$ cat src/rtl/shift_reg_tx_if.sv
// Handshake and serial-link bundle between a word source and shift_reg_tx.
interface shift_reg_tx_if #(
  parameter int unsigned WIDTH = 8
);
  logic [WIDTH-1:0] data_i;
  logic             lsb_first_i;
  logic             valid_i;
  logic             ready_o;
  logic             ser_o;
  logic [1:0]       mode_o;
  logic             busy_o;
  logic             done_o;

  modport master (
    output data_i, lsb_first_i, valid_i,
    input  ready_o, ser_o, mode_o, busy_o, done_o
  );

  modport slave (
    input  data_i, lsb_first_i, valid_i,
    output ready_o, ser_o, mode_o, busy_o, done_o
  );
endinterface

$ cat src/rtl/shift_reg_tx.sv
// Parallel-to-serial transmitter driving a remote shift_reg receiver.
// Each bit is held CLKDIV cycles; the receiver mode strobe fires on the last
// cycle of every bit period so the receiver samples a settled bit.
module shift_reg_tx #(
  parameter int unsigned WIDTH  = 8,
  parameter int unsigned CLKDIV = 4
) (
  input  logic         clk,
  input  logic         nrst,
  shift_reg_tx_if.slave bus
);

  localparam int unsigned CNT_W = $clog2(WIDTH + 1);
  localparam int unsigned DIV_W = (CLKDIV > 1) ? $clog2(CLKDIV) : 1;
  localparam logic [CNT_W-1:0] LAST_BIT = CNT_W'(WIDTH - 1);
  localparam logic [DIV_W-1:0] LAST_DIV = DIV_W'(CLKDIV - 1);
  localparam logic [1:0] MODE_HOLD = 2'b00;
  localparam logic [1:0] MODE_SHL  = 2'b10;
  localparam logic [1:0] MODE_SHR  = 2'b11;

  typedef enum logic [1:0] {
    S_IDLE  = 2'd0,
    S_SHIFT = 2'd1,
    S_DONE  = 2'd2
  } state_t;

  state_t           r_state;
  logic [WIDTH-1:0] r_data;
  logic             r_lsb;
  logic [CNT_W-1:0] r_bit_cnt;
  logic [DIV_W-1:0] r_div_cnt;
  logic             r_ser;
  logic [1:0]       r_mode;
  logic             r_busy;
  logic             r_done;

  state_t           w_state_nxt;
  logic [WIDTH-1:0] w_data_nxt;
  logic             w_lsb_nxt;
  logic [CNT_W-1:0] w_bit_nxt;
  logic [DIV_W-1:0] w_div_nxt;
  logic             w_ser_nxt;
  logic [1:0]       w_mode_nxt;
  logic             w_busy_nxt;
  logic             w_done_nxt;
  logic [DIV_W-1:0] w_div_inc;
  logic [1:0]       w_code;
  logic [1:0]       w_new_code;

  assign w_div_inc  = r_div_cnt + DIV_W'(1);
  assign w_code     = r_lsb ? MODE_SHR : MODE_SHL;
  assign w_new_code = bus.lsb_first_i ? MODE_SHR : MODE_SHL;

  // State register.
  always_ff @(posedge clk or negedge nrst) begin
    if (!nrst) begin
      r_state <= S_IDLE;
    end else begin
      r_state <= w_state_nxt;
    end
  end

  // Next state plus next values of counters, shift word and registered outputs.
  always_comb begin
    w_state_nxt = r_state;
    w_data_nxt  = r_data;
    w_lsb_nxt   = r_lsb;
    w_bit_nxt   = r_bit_cnt;
    w_div_nxt   = r_div_cnt;
    w_ser_nxt   = 1'b0;
    w_mode_nxt  = MODE_HOLD;
    w_busy_nxt  = 1'b0;
    w_done_nxt  = 1'b0;
    case (r_state)
      S_IDLE: begin
        if (bus.valid_i) begin
          w_state_nxt = S_SHIFT;
          w_data_nxt  = bus.data_i;
          w_lsb_nxt   = bus.lsb_first_i;
          w_bit_nxt   = '0;
          w_div_nxt   = '0;
          w_busy_nxt  = 1'b1;
          w_ser_nxt   = bus.lsb_first_i ? bus.data_i[0] : bus.data_i[WIDTH-1];
          w_mode_nxt  = (CLKDIV == 1) ? w_new_code : MODE_HOLD;
        end
      end
      S_SHIFT: begin
        w_busy_nxt = 1'b1;
        if (r_div_cnt == LAST_DIV) begin
          if (r_bit_cnt == LAST_BIT) begin
            w_state_nxt = S_DONE;
            w_done_nxt  = 1'b1;
          end else begin
            // Next bit: the word register is shifted so the live bit sits at one end.
            w_bit_nxt  = r_bit_cnt + CNT_W'(1);
            w_div_nxt  = '0;
            w_data_nxt = r_lsb ? {1'b0, r_data[WIDTH-1:1]} : {r_data[WIDTH-2:0], 1'b0};
            w_ser_nxt  = r_lsb ? r_data[1] : r_data[WIDTH-2];
            w_mode_nxt = (CLKDIV == 1) ? w_code : MODE_HOLD;
          end
        end else begin
          w_div_nxt  = w_div_inc;
          w_ser_nxt  = r_ser;
          w_mode_nxt = (w_div_inc == LAST_DIV) ? w_code : MODE_HOLD;
        end
      end
      S_DONE: begin
        w_state_nxt = S_IDLE;
      end
      default: begin
        w_state_nxt = S_IDLE;
      end
    endcase
  end

  // Datapath and output registers.
  always_ff @(posedge clk or negedge nrst) begin
    if (!nrst) begin
      r_data    <= '0;
      r_lsb     <= 1'b0;
      r_bit_cnt <= '0;
      r_div_cnt <= '0;
      r_ser     <= 1'b0;
      r_mode    <= MODE_HOLD;
      r_busy    <= 1'b0;
      r_done    <= 1'b0;
    end else begin
      r_data    <= w_data_nxt;
      r_lsb     <= w_lsb_nxt;
      r_bit_cnt <= w_bit_nxt;
      r_div_cnt <= w_div_nxt;
      r_ser     <= w_ser_nxt;
      r_mode    <= w_mode_nxt;
      r_busy    <= w_busy_nxt;
      r_done    <= w_done_nxt;
    end
  end

  assign bus.ready_o = (r_state == S_IDLE);
  assign bus.ser_o   = r_ser;
  assign bus.mode_o  = r_mode;
  assign bus.busy_o  = r_busy;
  assign bus.done_o  = r_done;

endmodule
$ cat src/flat_wrapper.sv
// flat-port wrapper written by rule: the top's interface ports become plain ports
module shift_reg_tx_flat 
#(
  parameter int unsigned WIDTH  = 8,
  parameter int unsigned CLKDIV = 4
)
  (clk, nrst, bus_data_i, bus_lsb_first_i, bus_valid_i, bus_ready_o, bus_ser_o, bus_mode_o, bus_busy_o, bus_done_o);
  shift_reg_tx_if #(.WIDTH(WIDTH)) bus_i ();
  input  logic clk;
  input  logic nrst;
  input wire logic [$bits(bus_i.data_i)-1:0] bus_data_i;
  input wire logic [$bits(bus_i.lsb_first_i)-1:0] bus_lsb_first_i;
  input wire logic [$bits(bus_i.valid_i)-1:0] bus_valid_i;
  output wire logic [$bits(bus_i.ready_o)-1:0] bus_ready_o;
  output wire logic [$bits(bus_i.ser_o)-1:0] bus_ser_o;
  output wire logic [$bits(bus_i.mode_o)-1:0] bus_mode_o;
  output wire logic [$bits(bus_i.busy_o)-1:0] bus_busy_o;
  output wire logic [$bits(bus_i.done_o)-1:0] bus_done_o;
  assign bus_i.data_i = bus_data_i;
  assign bus_i.lsb_first_i = bus_lsb_first_i;
  assign bus_i.valid_i = bus_valid_i;
  assign bus_ready_o = bus_i.ready_o;
  assign bus_ser_o = bus_i.ser_o;
  assign bus_mode_o = bus_i.mode_o;
  assign bus_busy_o = bus_i.busy_o;
  assign bus_done_o = bus_i.done_o;
  shift_reg_tx #(.WIDTH(WIDTH), .CLKDIV(CLKDIV)) u_core (.clk(clk), .nrst(nrst), .bus(bus_i));
endmodule
$ cat config.mk
export PLATFORM = sky130hd
export DESIGN_NAME = shift_reg_tx_flat
export DESIGN_NICKNAME = d
export VERILOG_FILES = /design/src/rtl/shift_reg_tx_if.sv /design/src/rtl/shift_reg_tx.sv /design/src/flat_wrapper.sv
export SDC_FILE = /design/constraint.sdc
export NUM_CORES = 1
export LEC_CHECK = 0
export CORE_MARGIN = 8
export CORE_UTILIZATION = 46
export DETAILED_ROUTE_END_ITERATION = 8
export GPL_ROUTABILITY_DRIVEN = 0
export PLACE_DENSITY = 0.76
export SLEW_MARGIN = 20
export SYNTH_ARGS = -nofsm -noshare
export SYNTH_HDL_FRONTEND = slang
export SYNTH_SLANG_ARGS = --single-unit
$ cat constraint.sdc
create_clock -name clk -period 4.4 [get_ports clk]
set_input_delay 0.88 -clock clk [delete_from_list [all_inputs] [get_ports clk]]
set_output_delay 0.88 -clock clk [all_outputs]
set_load 0.02 [all_outputs]
==> results of run 1 <==
cells in the final DEF, fill, tap and decap left out, types with 2 or more instances in the layout:
master,netlist,routed
sky130_fd_sc_hd__nor2_1,6,6
sky130_fd_sc_hd__a21oi_1,2,2
sky130_fd_sc_hd__inv_1,3,3
sky130_fd_sc_hd__mux2_2,24,24
sky130_fd_sc_hd__nor3_1,2,2
sky130_fd_sc_hd__clkbuf_4,0,3
sky130_fd_sc_hd__mux2i_1,3,3
sky130_fd_sc_hd__nand3_1,3,3
sky130_fd_sc_hd__o211ai_1,2,2
sky130_fd_sc_hd__nor3b_1,2,2
sky130_fd_sc_hd__clkdlybuf4s50_1,0,17
sky130_fd_sc_hd__a31oi_1,2,2
sky130_fd_sc_hd__and3_1,2,2
sky130_fd_sc_hd__and2_1,2,2
sky130_fd_sc_hd__ha_1,3,3
sky130_fd_sc_hd__dfrtp_1,22,22
sky130_fd_sc_hd__nor2b_1,2,2
cell type report:
cell class / count / area [sq um] / area share, %
clock buffer: 3 / 22.52 / 1.607
multi-input combinational: 67 / 579.3 / 41.34
sequential: 22 / 550.5 / 39.29
timing repair buffer: 17 / 170.2 / 12.14
clock inverter: 1 / 30.03 / 2.143
tap: 30 / 37.54 / 2.679
inverter: 3 / 11.26 / 0.8036
where the power goes:
group          switching [uW]  internal, uW
Clock                    63.9          92.0
Combinational             209           287
Sequential               85.1           287
cells by family (layout without fill, tap and decap cells):
| kind of cell | after synthesis | count (layout) | synth area share, % |
|---|---|---|---|
| AOI/OAI and AO/OA | 12 | 12 | 8.423 |
| muxes | 27 | 27 | 25.92 |
| adders and majority gates | 3 | 3 | 3.240 |
| DFF | 22 | 22 | 47.52 |
| and+or+nand+nor | 25 | 25 | 12.42 |
| buffers and inverters | 7 | 24 | 2.484 |
sequential cells by signal, indices dropped and copies added (netlist names):
signal,flops
u_core.r_state,2
u_core.r_div_cnt,2
u_core.bus.done_o,1
u_core.bus.ser_o,1
u_core.r_bit_cnt,4
u_core.r_data,8
u_core.r_lsb,1
u_core.bus.mode_o,2
u_core.bus.busy_o,1
worst paths after layout:
check / end / slack, ns
max: bus_ready_o / 1.77
min: u_core.r_div_cnt[0] / 0.51
max reg2reg: u_core.r_data[6] / 2.16
min reg2reg: u_core.r_div_cnt[0] / 0.51
max in group asynchronous: u_core.bus.busy_o / 2.74
min in group asynchronous: u_core.bus.mode_o[1] / 1.08
stage by stage:
stage               instance area, sq um  instances
finish                              1401        143
global route                        1401        143
CTS                                 1401        143
detailed placement                  1349        139
global placement                    1349        139
floorplan                           1159         96
metal layers:
layer	wire length, um	vias up	track usage, %
li1	-	383	-
met1	958	376	13.35
met2	1073	15	18.58
met3	119	0	2.881
met4	0	0	3.467
met5	0	-	0
worst reg2reg max path: stages, from the launching register on:
cell	delay, ns
sky130_fd_sc_hd__dfrtp_1	0.64
sky130_fd_sc_hd__nor2b_1	0.83
sky130_fd_sc_hd__mux2_2	0.42
sky130_fd_sc_hd__mux2_2	0.26
==> impl.org, run 1 <==
** Routing
- WL final :: 2151 um
- Using the TritonRoute via totals, the vias-per-cell ratio works out to 5.413.
- In this run the remaining antenna-violating nets after routing total 0.
- In the final routed layout, each cell accounts on average for 15.04 um.
- Number of violations reported at the end of detailed-routing iteration 0 :: 26
- The detailed router placed 774 vias in this run.
- For this run, design rule violations remaining after detail routing come to 0.
- DR pass1 iterations :: 3

** Cells and area
- 0 antenna diodes ended up in the layout.
- Area overhead of the layout relative to synthesis :: 20.95%
- Cells fill 57.61% of the core in the end.
- Fill cells in the final layout number 225.
- Final net count :: 129
- The post-route netlist has 28.32% of its cells at a drive strength greater than 1.

** Power and ir drop
- In this run the power density over the cells is 730.9 mW/mm^2.
- Across the VDD grid, the largest voltage drop is 448.7 uV.
- Static leakage :: 0.0006221 uW
- Overall power consumption :: 1024 uW

** GRT
- Pin count of the biggest net entering global routing :: 23
- Vias in the first global route :: 835
- Overflow left after global routing :: 0
- The initial antenna violation count came to 0.
- For this run, the total global-route usage over all layers was measured as 11.04%.
- Global-route wire length before repair :: 3884 um

** STA
- Worst-Margin Slew :: 0.9596 ns
- Number of endpoints failing setup at the final stage :: 0
- Share of the clock period used by the worst path :: 59.76%
- Setup slack after layout :: 1.771 ns
- Unrepaired setup endpoints after global routing :: no
- Highest achievable clock rate :: 380.3 MHz
- Post-Route Setup TNS :: 0 ns
- On the final layout, the worst clock skew is 0.008723 ns.
- Slew Limit Fails :: 0
- On the final layout, the worst hold slack is 0.5128 ns.
- Period minus WS final :: 2.629 ns
- Measured against its own limit, the worst slew margin works out to 35.89%.
- The hold violation count in the final report was 0.

** Critical path
- Sequence of cells on the critical path :: nor2_1 -> clkdlybuf4s50_1
- Data required time of the critical path :: 3.52 ns
- Type of element capturing the critical path :: output pin
- In this run the critical register-to-register path is launched from u_core.r_state[0].
- The worst setup path is of the reg -> out kind.
- For this run, the slowest stage of the critical path takes 0.64 ns.
- Broken down by cell family, the worst path's largest delay share belongs to buffers and inverters.
- The number of buffers and inverters on the critical path is 1.
- STA classifies the critical path startpoint as a flip-flop.
- The most critical setup path has its startpoint at u_core.r_state[0].
- Measured in cells, the most critical reg-to-reg path has a length of 3.
- Among all stages on the critical path, the largest delay is contributed by sky130_fd_sc_hd__clkdlybuf4s50_1.
- WP depth :: 2
- Highest fanout seen on the critical path :: 12
- Arrival time reported for the critical path endpoint :: 1.75 ns

** Yosys
- The Yosys step of the flow raised 0 warnings.
- The most common cell in the synthesized netlist is sky130_fd_sc_hd__mux2_2.
- Number of storage elements in the synthesis netlist :: 22
- Cell variety after synth :: 29
- Cells after Synth :: 96
- Most common library cells after synthesis :: sky130_fd_sc_hd__mux2_2, sky130_fd_sc_hd__dfrtp_1, sky130_fd_sc_hd__nor2_1
- Total standard cell area after synthesis :: 0.001159 sq mm
- In the post-synthesis netlist, the biggest area contributors are sky130_fd_sc_hd__dfrtp_1, sky130_fd_sc_hd__mux2_2, sky130_fd_sc_hd__ha_1.
- Among all flip-flop cells after synthesis, the most frequent one is sky130_fd_sc_hd__dfrtp_1.
- The number of nets in the synthesized netlist is 111.
- The synthesized design contains 0 enable-type register cells.
- Post-synth top area cell :: sky130_fd_sc_hd__dfrtp_1
- The share of synthesized area in the top cell type comes to 47.52%.
- Proportion of synthesized flip-flops having asynchronous set or reset :: 100.0%
- After synthesis, flip-flops and latches occupy 47.52% of the total area.
- Averaged over all synthesized cells, the footprint is 12.07 sq um.

** Clock tree
- No sink is reached through more buffers than the 2 on the longest clock path.
- Latest clock arrival within the worst-skew pair :: 0.31 ns
- In this run the number of H-tree levels came out at 1.
- In this run, CTS created clock tree buffers numbering 3.
- Clk pin slew, worst setup/hold paths :: 0.13 ns
- CTS tree :: yes
- Buffers inserted to repair hold after CTS numbered 0.
- Counting every sink on the clock net gives 22.
- Gates resized during post-CTS repair numbered 0.
- The root buffer cell chosen for the clock tree is sky130_fd_sc_hd__clkbuf_4.
- The number of setup buffers added after CTS is 0.

** Floorplan
- Area of the core :: 0.002432 sq mm
- Once the floorplan was initialized, standard cells occupied 47.63% of the core.
- Floorplan die area :: 0.004380 sq mm
- The die is 66.19 um tall.
- Width of the chip :: 66.19 um
- I/O Pins :: 18
- Number of placement rows :: 18

** Run
- Number of maximum-capacitance violations :: 0

** Place
- Detailed placement finished with a half-perimeter wire length of 1663 um.
- Prior to clock tree synthesis, the placed netlist has a worst setup slack of 1.707 ns.
- Number of port buffers :: 17

** Hold path
- In this run the worst hold path is classified as reg -> reg.
- Critical hold path startpoint :: u_core.r_div_cnt[0]
- Worst hold path cell count :: 1

** Run status
- Status :: completed
No activity file was read; power rests on OpenSTA's default activity.
==> run 2, diff against run 1 <==
PLACE_DENSITY = 0.79   (was 0.76)
clock period = 2.2 ns   (was 4.4 ns; I/O delays follow)
==> run 2 against run 1 <==
Hold slack got worse by 0.047 ns. Power rose by 100%. Via count rose by 7.0%. Die area did not move. Count of clock-buffer cells in the layout rose by 1. Utilization rose by 1.7 points. Final cell count rose by 4.2%. Largest cell class unchanged. Largest power group unchanged.
==> impl.org, run 2 (synthesized netlist as in run 1, its figures left out) <==
** STA
- The transition time at the pin with the least slew margin was 0.4311 ns (was 0.9596 ns).
- The relative slew slack came to 71.07% (was 35.89%).
- Layout Skew :: 0.006948 ns (was 0.008723 ns)
- The number of setup violations in the final report was 0 (unchanged).
- The worst path uses 93.82% of the clock period.
- Hold Worst Slack :: 0.4660 ns (was 0.5128 ns)
- The total negative slack is 0 ns (unchanged).
- Hold violation count in the final report :: 0 (unchanged)
- Period minus WS final :: 2.064 ns
- Slew Limit Fails :: 0 (unchanged)
- Unrepaired setup endpoints after global routing: no (unchanged).
- Highest achievable clock rate :: 484.5 MHz

** Clock tree
- The root cell of the clock tree was sky130_fd_sc_hd__clkbuf_4 (unchanged).
- Clk pin slew, worst setup/hold paths :: 0.13 ns (about the same)
- Largest buffer count on any clock path :: 2 (unchanged)
- CTS tree :: yes (unchanged)
- The worst-skew pair later-pin latency was 0.30 ns (was 0.31 ns).
- The number of buffers inserted during clock tree synthesis is 3 (unchanged).
- The hold buffer count at cts came to 0 (unchanged).
- The setup fix buffers added after clock tree synthesis is 0 (unchanged).
- Gates resized, CTS repair :: 0 (unchanged)
- The number of H-tree levels came to 1 (unchanged).
- Sink count of the clock tree :: 22 (unchanged)

** Cells and area
- Area overhead of the layout relative to synthesis :: 24.51% (was 20.95%)
- Flip-flop count of the largest register, all copies and words added :: 8 (unchanged)
- # diodes :: 0 (unchanged)
- Most common library cell in the layout ignoring fill and taps :: sky130_fd_sc_hd__mux2_2 (unchanged)
- The flip-flop and latch area is 550.5 sq um (unchanged).
- Largest Register :: u_core.r_data (unchanged)
- Core utilization of the finished layout :: 59.31% (was 57.61%)
- Multi-input combinational cell area :: 579.3 sq um (unchanged)
- Fill cells :: 208 (was 225)
- Highest-count cells in the layout ignoring fill and taps: sky130_fd_sc_hd__mux2_2, sky130_fd_sc_hd__dfrtp_1, sky130_fd_sc_hd__clkdlybuf4s50_1 (unchanged).
- The number of nets in the final layout came to 135 (was 129).
- Layout cells sized above 1 :: 31.93% (was 28.32%)
- Largest registers :: u_core.r_data (8), u_core.r_bit_cnt (4) (unchanged)

** Routing
- The number of vias after detailed routing was 828 (was 774).
- DRC violations left :: 0 (unchanged)
- DR pass1 iterations :: 4 (was 3)
- The per-cell routed wire length was 15.23 um (was 15.04 um).
- Residual antenna-violating net count after detailed routing :: 0 (unchanged)
- Detailed-route vias per instance :: 5.557 (was 5.413)
- The number of DRC violations after detailed-routing iteration 0 came to 37 (was 26).
- WL final :: 2270 um (was 2151 um)

** Power and ir drop
- Sequential share of power :: 35.2% (was 36.4%)
- Net Switching :: 737.0 uW (was 357.7 uW)
- The combinational group share of total power was 54.0% (was 48.4%).
- Power Dens Cells :: 1436 mW/mm^2 (was 730.9 mW/mm^2)
- The switching share of power is 35.58% (was 34.92%).
- Part of the power in the clock network :: 10.8% (was 15.2%)
- The maximum ir drop on the vdd rail is 807.4 uV (was 448.7 uV).
- Cell-internal power :: 1334 uW (was 666.6 uW)
- The static leakage came to 0.0006471 uW (was 0.0006221 uW).

** GRT
- The total routing usage reported by global routing was 11.26% (was 11.04%).
- The wire length of the first global-routing pass is 3967 um (was 3884 um).
- The largest net degree at the start of global routing came to 23 (unchanged).
- The via count of the first global-routing pass was 844 (was 835).
- Overflow left after global routing :: 0 (unchanged)
- Initial antenna violation count :: 0 (unchanged)

** Floorplan
- Number of placement rows :: 18 (unchanged)
- The die footprint was 0.004380 sq mm (unchanged).
- The boundary pin count is 18 (unchanged).
- Area of the core :: 0.002432 sq mm (unchanged)
- Width of the chip :: 66.19 um (unchanged)
- The floorplan die height was 66.19 um (unchanged).
- Effective utilization at floorplan :: 47.63% (unchanged)

** Hold path
- The path class of the lowest-slack min-delay path is in -> async (was reg -> reg).

** Place
- Number of port buffers :: 17 (unchanged)
- The detailed placement HPWL came to 1736 um (was 1663 um).

** Critical path
- The worst reg-to-reg setup slack came to 0.38 ns (was 2.16 ns).
- Highest fanout seen on the critical path :: 6 (was 12)
- The data arrival time of the critical path was 1.62 ns (was 1.75 ns).
- Critical Path Start Type :: flip-flop (unchanged)
- Data required time of the critical path :: 1.76 ns (was 3.52 ns)
- The type of destination of the critical path was an output pin (unchanged).
- Worst setup path category :: reg -> out (unchanged)

** Run
- The max-capacitance violation count came to 0 (unchanged).

** Run status
- Status: completed (unchanged).
## run 2: cell types whose count changed in the layout (fill, tap and decap cells not counted)
cell	previous run	this run
sky130_fd_sc_hd__clkbuf_8	0	1
sky130_fd_sc_hd__buf_4	0	5
sky130_fd_sc_hd__buf_12	0	1
sky130_fd_sc_hd__bufinv_16	1	0
## run 2: worst paths after layout
kind                                          start                  end  cells after the start
worst max register to register  u_core.r_bit_cnt[0]  u_core.r_div_cnt[1]                      4
min in group clk                u_core.r_div_cnt[0]  u_core.r_div_cnt[0]                      1
worst min-delay path                           nrst  u_core.r_div_cnt[1]                      2
worst max-delay path              u_core.r_state[0]          bus_ready_o                      2
max in group asynchronous                      nrst  u_core.r_bit_cnt[3]                      2
worst min register to register  u_core.r_div_cnt[0]  u_core.r_div_cnt[0]                      1
## run 2: routing by layer
| layer | wire length [um] | track usage [%] | up-vias |
|---|---|---|---|
| li1 | - | - | 400 |
| met1 | 940 | 13.47 | 404 |
| met2 | 1173 | 19.54 | 24 |
| met3 | 157 | 3.051 | 0 |
| met4 | 0 | 2.400 | 0 |
| met5 | 0 | 0 | - |
## run 2: worst max-delay path: stages (launching register included)
cell and delay, ns:
sky130_fd_sc_hd__dfrtp_1 0.46, sky130_fd_sc_hd__nor2_1 0.21, sky130_fd_sc_hd__clkdlybuf4s50_1 0.64
## run 2: power by group through the flow
stage / Sequential, uW / Clock [uW] / Combinational [uW]
after floorplan: 707 / 0 / 800
after global placement: 722 / 0 / 1090
after detailed placement: 736 / 0 / 1130
after CTS: 727 / 231 / 1130
after global routing: 757 / 252 / 1220
final: 729 / 225 / 1120
## run 2: through the flow
step	worst slack [ns]	instances	total power [uW]	instance area [sq um]
2_1_floorplan	0.4418	96	1507	1159
3_3_place_gp	0.2067	145	1815	1406
3_5_place_dp	0.1499	145	1864	1406
4_1_cts	0.1240	149	2092	1443
5_1_grt	0.07889	149	2226	1443
6_report	0.1360	149	2071	1443
## run 2: area by class of cell
type / instances / share of cell area (%)
multi-input combinational: 67 / 40.16
inverter: 3 / 0.7806
tap: 30 / 2.602
sequential: 22 / 38.16
clock buffer: 4 / 2.515
timing repair buffer: 23 / 15.78
==> run 3, diff against run 2 <==
--- a/constraint.sdc
+++ b/constraint.sdc
@@ -3,2 +3,2 @@
 set_output_delay 0.44 -clock clk [all_outputs]
-set_load 0.02 [all_outputs]
+set_load 0.1 [all_outputs]
==> run 3 against run 2 <==
Utilization fell by 1.5 points. Critical path depth grew 2. Power rose by 7.5%. Count of clock-buffer cells in the layout shrank 1. Routed wire length fell by 7.0%. Sequential power up 2%. Clock skew shrank 0.0055 ns. Final cell count decreased by 2.7%. Critical endpoint is now u_core.r_div_cnt[1].
==> impl.org, run 3 (synthesized netlist as in run 1, its figures left out) <==
** Floorplan
- Area of the core :: 0.002432 sq mm (unchanged)
- The boundary pin count was 18 (unchanged).
- Floorplan die area :: 0.004380 sq mm (unchanged)
- The number of cell rows came to 18 (unchanged).
- The initial cell density of the core came to 47.63% (unchanged).
- The floorplan die height came to 66.19 um (unchanged).
- Width of the chip :: 66.19 um (unchanged)

** STA
- Period minus WS final :: 1.857 ns (was 2.064 ns)
- Post-Route Setup TNS :: 0 ns (unchanged)
- Unrepaired setup endpoints after global routing: no (unchanged).
- The clock tree skew after final layout came to 0.001405 ns (was 0.006948 ns).
- Slew Limit Fails :: 0 (unchanged)
- The share of the clock period used by the worst path after layout is 84.39% (was 93.82%).
- Hold Worst Slack :: 0.4674 ns (was 0.4660 ns)
- Worst-Margin Slew :: 0.4870 ns (was 0.4311 ns)
- The relative slew slack was 66.61% (was 71.07%).
- Highest achievable clock rate :: 538.6 MHz (was 484.5 MHz)
- The hold violation count in the final report is 0 (unchanged).
- Number of endpoints failing setup at the final stage :: 0 (unchanged)

** Clock tree
- Number of buffers inserted by hold repair at cts :: 0 (unchanged)
- The worst-skew pair later-pin latency came to 0.30 ns (about the same).
- H-tree levels :: 1 (unchanged)
- The TritonCTS sink count came to 22 (unchanged).
- Gates resized, CTS repair :: 0 (unchanged)
- Post-CTS setup buffer count :: 0 (unchanged)
- CTS tree :: yes (unchanged)
- CTS buffer count :: 3 (unchanged)
- Root Buffer :: sky130_fd_sc_hd__clkbuf_4 (unchanged)
- Clk pin slew, worst setup/hold paths :: 0.11 ns (was 0.13 ns)
- The number of buffers between clock root and the deepest sink was 2 (unchanged).

** Power and ir drop
- Worst IR Drop VDD :: 975.1 uV (was 807.4 uV)
- Static leakage :: 0.0006362 uW (was 0.0006471 uW)
- Power Dens Cells :: 1583 mW/mm^2 (was 1436 mW/mm^2)
- The post-layout total power is 2226 uW (was 2071 uW).

** Run
- Number of maximum-capacitance violations :: 0 (unchanged)

** Cells and area
- The number of antenna diodes came to 0 (unchanged).
- The fraction of layout instances using a drive strength above 1 was 35.65% (was 31.93%).
- The number of nets in the final layout is 132 (was 135).
- Highest-count cells in the layout ignoring fill and taps :: sky130_fd_sc_hd__mux2_2, sky130_fd_sc_hd__dfrtp_1, sky130_fd_sc_hd__clkdlybuf4s50_1 (unchanged)
- Flip-flop count of the largest register, all copies and words added :: 8 (unchanged)
- Largest registers :: u_core.r_data (8), u_core.r_bit_cnt (4) (unchanged)
- The area growth from synthesis to layout came to 21.38% (was 24.51%).
- The largest register by flop count is u_core.r_data (unchanged).
- The most common cell after layout, fill and taps aside was sky130_fd_sc_hd__mux2_2 (unchanged).

** Routing
- Via count of the routed design :: 810 (was 828)
- Detailed-route vias per instance :: 5.586 (was 5.557)
- DR pass1 iterations :: 4 (unchanged)
- Residual antenna-violating net count after detailed routing :: 0 (unchanged)
- Routed length per instance :: 14.56 um (was 15.23 um)
- The number of DRC violations after detailed-routing iteration 0 came to 12 (was 37).
- The total DRC errors in the routed layout is 0 (unchanged).
- The detailed-route wire length is 2111 um (was 2270 um).

** Critical path
- Number of cell instances on the worst register-to-register path :: 4 (unchanged)
- Arrival time reported for the critical path endpoint :: 2.06 ns (was 1.62 ns)
- Critical Path Start Type :: flip-flop (unchanged)
- The maximum fanout along the worst path is 5 (was 6).
- Sequence of cells on the critical path: ha_1 -> and3b_4 -> a311oi_1 -> mux2_2 (was nor2_1 -> clkdlybuf4s50_1).
- Worst setup path category :: reg -> reg (was reg -> out)
- Register-to-register setup slack :: 0.34 ns (was 0.38 ns)
- Worst R2R End :: u_core.r_div_cnt[1] (unchanged)
- The type of destination of the critical path was a flip-flop (was output pin).
- The cell at the slowest stage of the critical path is sky130_fd_sc_hd__a311oi_1 (was sky130_fd_sc_hd__clkdlybuf4s50_1).
- Slowest stage delay, CP :: 0.45 ns (was 0.64 ns)
- The data required time of the worst path came to 2.40 ns (was 1.76 ns).
- The startpoint of the lowest-slack register-to-register path was u_core.r_bit_cnt[0] (unchanged).

** GRT
- The total routing usage reported by global routing came to 10.73% (was 11.26%).
- The wire length of the first global-routing pass is 3712 um (was 3967 um).
- The via count of the first global-routing pass came to 854 (was 844).
- The residual overflow from global routing was 0 (unchanged).
- Pin count of the biggest net entering global routing :: 23 (unchanged)
- The initial antenna violation count is 0 (unchanged).

** Place
- Placed wire-length estimate :: 1654 um (was 1736 um)
- The number of I/O port buffers was 17 (unchanged).

** Hold path
- Worst Hold Class :: in -> async (unchanged)

** Run status
- Status :: completed (unchanged)
-- run 3: cell count changes in the layout (fill, tap and decap cells not counted), sizes merged --
cell,before,now
clkdlybuf4s50,17,11
clkbuf,4,3
buf,6,9
-- run 3: critical path: cells and delay by family (launching register included) --
kind,cells,cell delay (ns)
AOI/OAI and AO/OA,1,0.45
adders and majority gates,1,0.26
DFF,1,0.43
muxes,1,0.38
and+or+nand+nor,1,0.23
-- run 3: final cells by class --
class,count,area [sq um]
flip-flops and latches,22,550.5
fillers,209,1026
multi-input cells,67,581.8
repair buffers,20,202.7
inverters,3,11.26
clock buffers,3,22.52
well taps,30,37.54
-- run 3: per-stage QoR --
step,setup slack [ns],instance area [sq um],std cells,utilization (%)
finish,0.3433,1406,145,57.82
detailed placement,0.1309,1384,142,56.89
global placement,0.1462,1384,142,56.89
floorplan,0.2221,1161,96,-
global route,0.2222,1406,145,57.82
CTS,0.3220,1406,145,57.82
-- run 3: worst max-delay path by stage --
| stage | slack [ns] | start | endpoint | cells after the start |
|---|---|---|---|---|
| 3_5_place_dp | 0.13 | bus_valid_i | u_core.r_data[1] | 5 |
| 2_1_floorplan | 0.22 | u_core.r_state[1] | u_core.r_lsb | 4 |
| 3_3_place_gp | 0.15 | bus_valid_i | u_core.r_data[1] | 5 |
| 6_report | 0.34 | u_core.r_bit_cnt[0] | u_core.r_div_cnt[1] | 4 |
| 4_1_cts | 0.32 | u_core.r_bit_cnt[0] | u_core.r_div_cnt[1] | 4 |
| 5_1_grt | 0.22 | u_core.r_bit_cnt[0] | u_core.r_div_cnt[1] | 4 |
-- run 3: power breakdown --
group | switching [uW] | internal [uW]
logic | 669 | 637
registers | 170 | 575
clock network | 111 | 63.9
total | 950 | 1280
-- run 3: metal layers --
layer  share of wire [%]  global-route usage [%]  up-vias
met4                 1.8                   5.867        0
met1                  43                   12.75      394
met3                 9.2                   3.729        4
li1                    -                       -      387
met5                   0                       0        -
met2                  46                   16.53       25
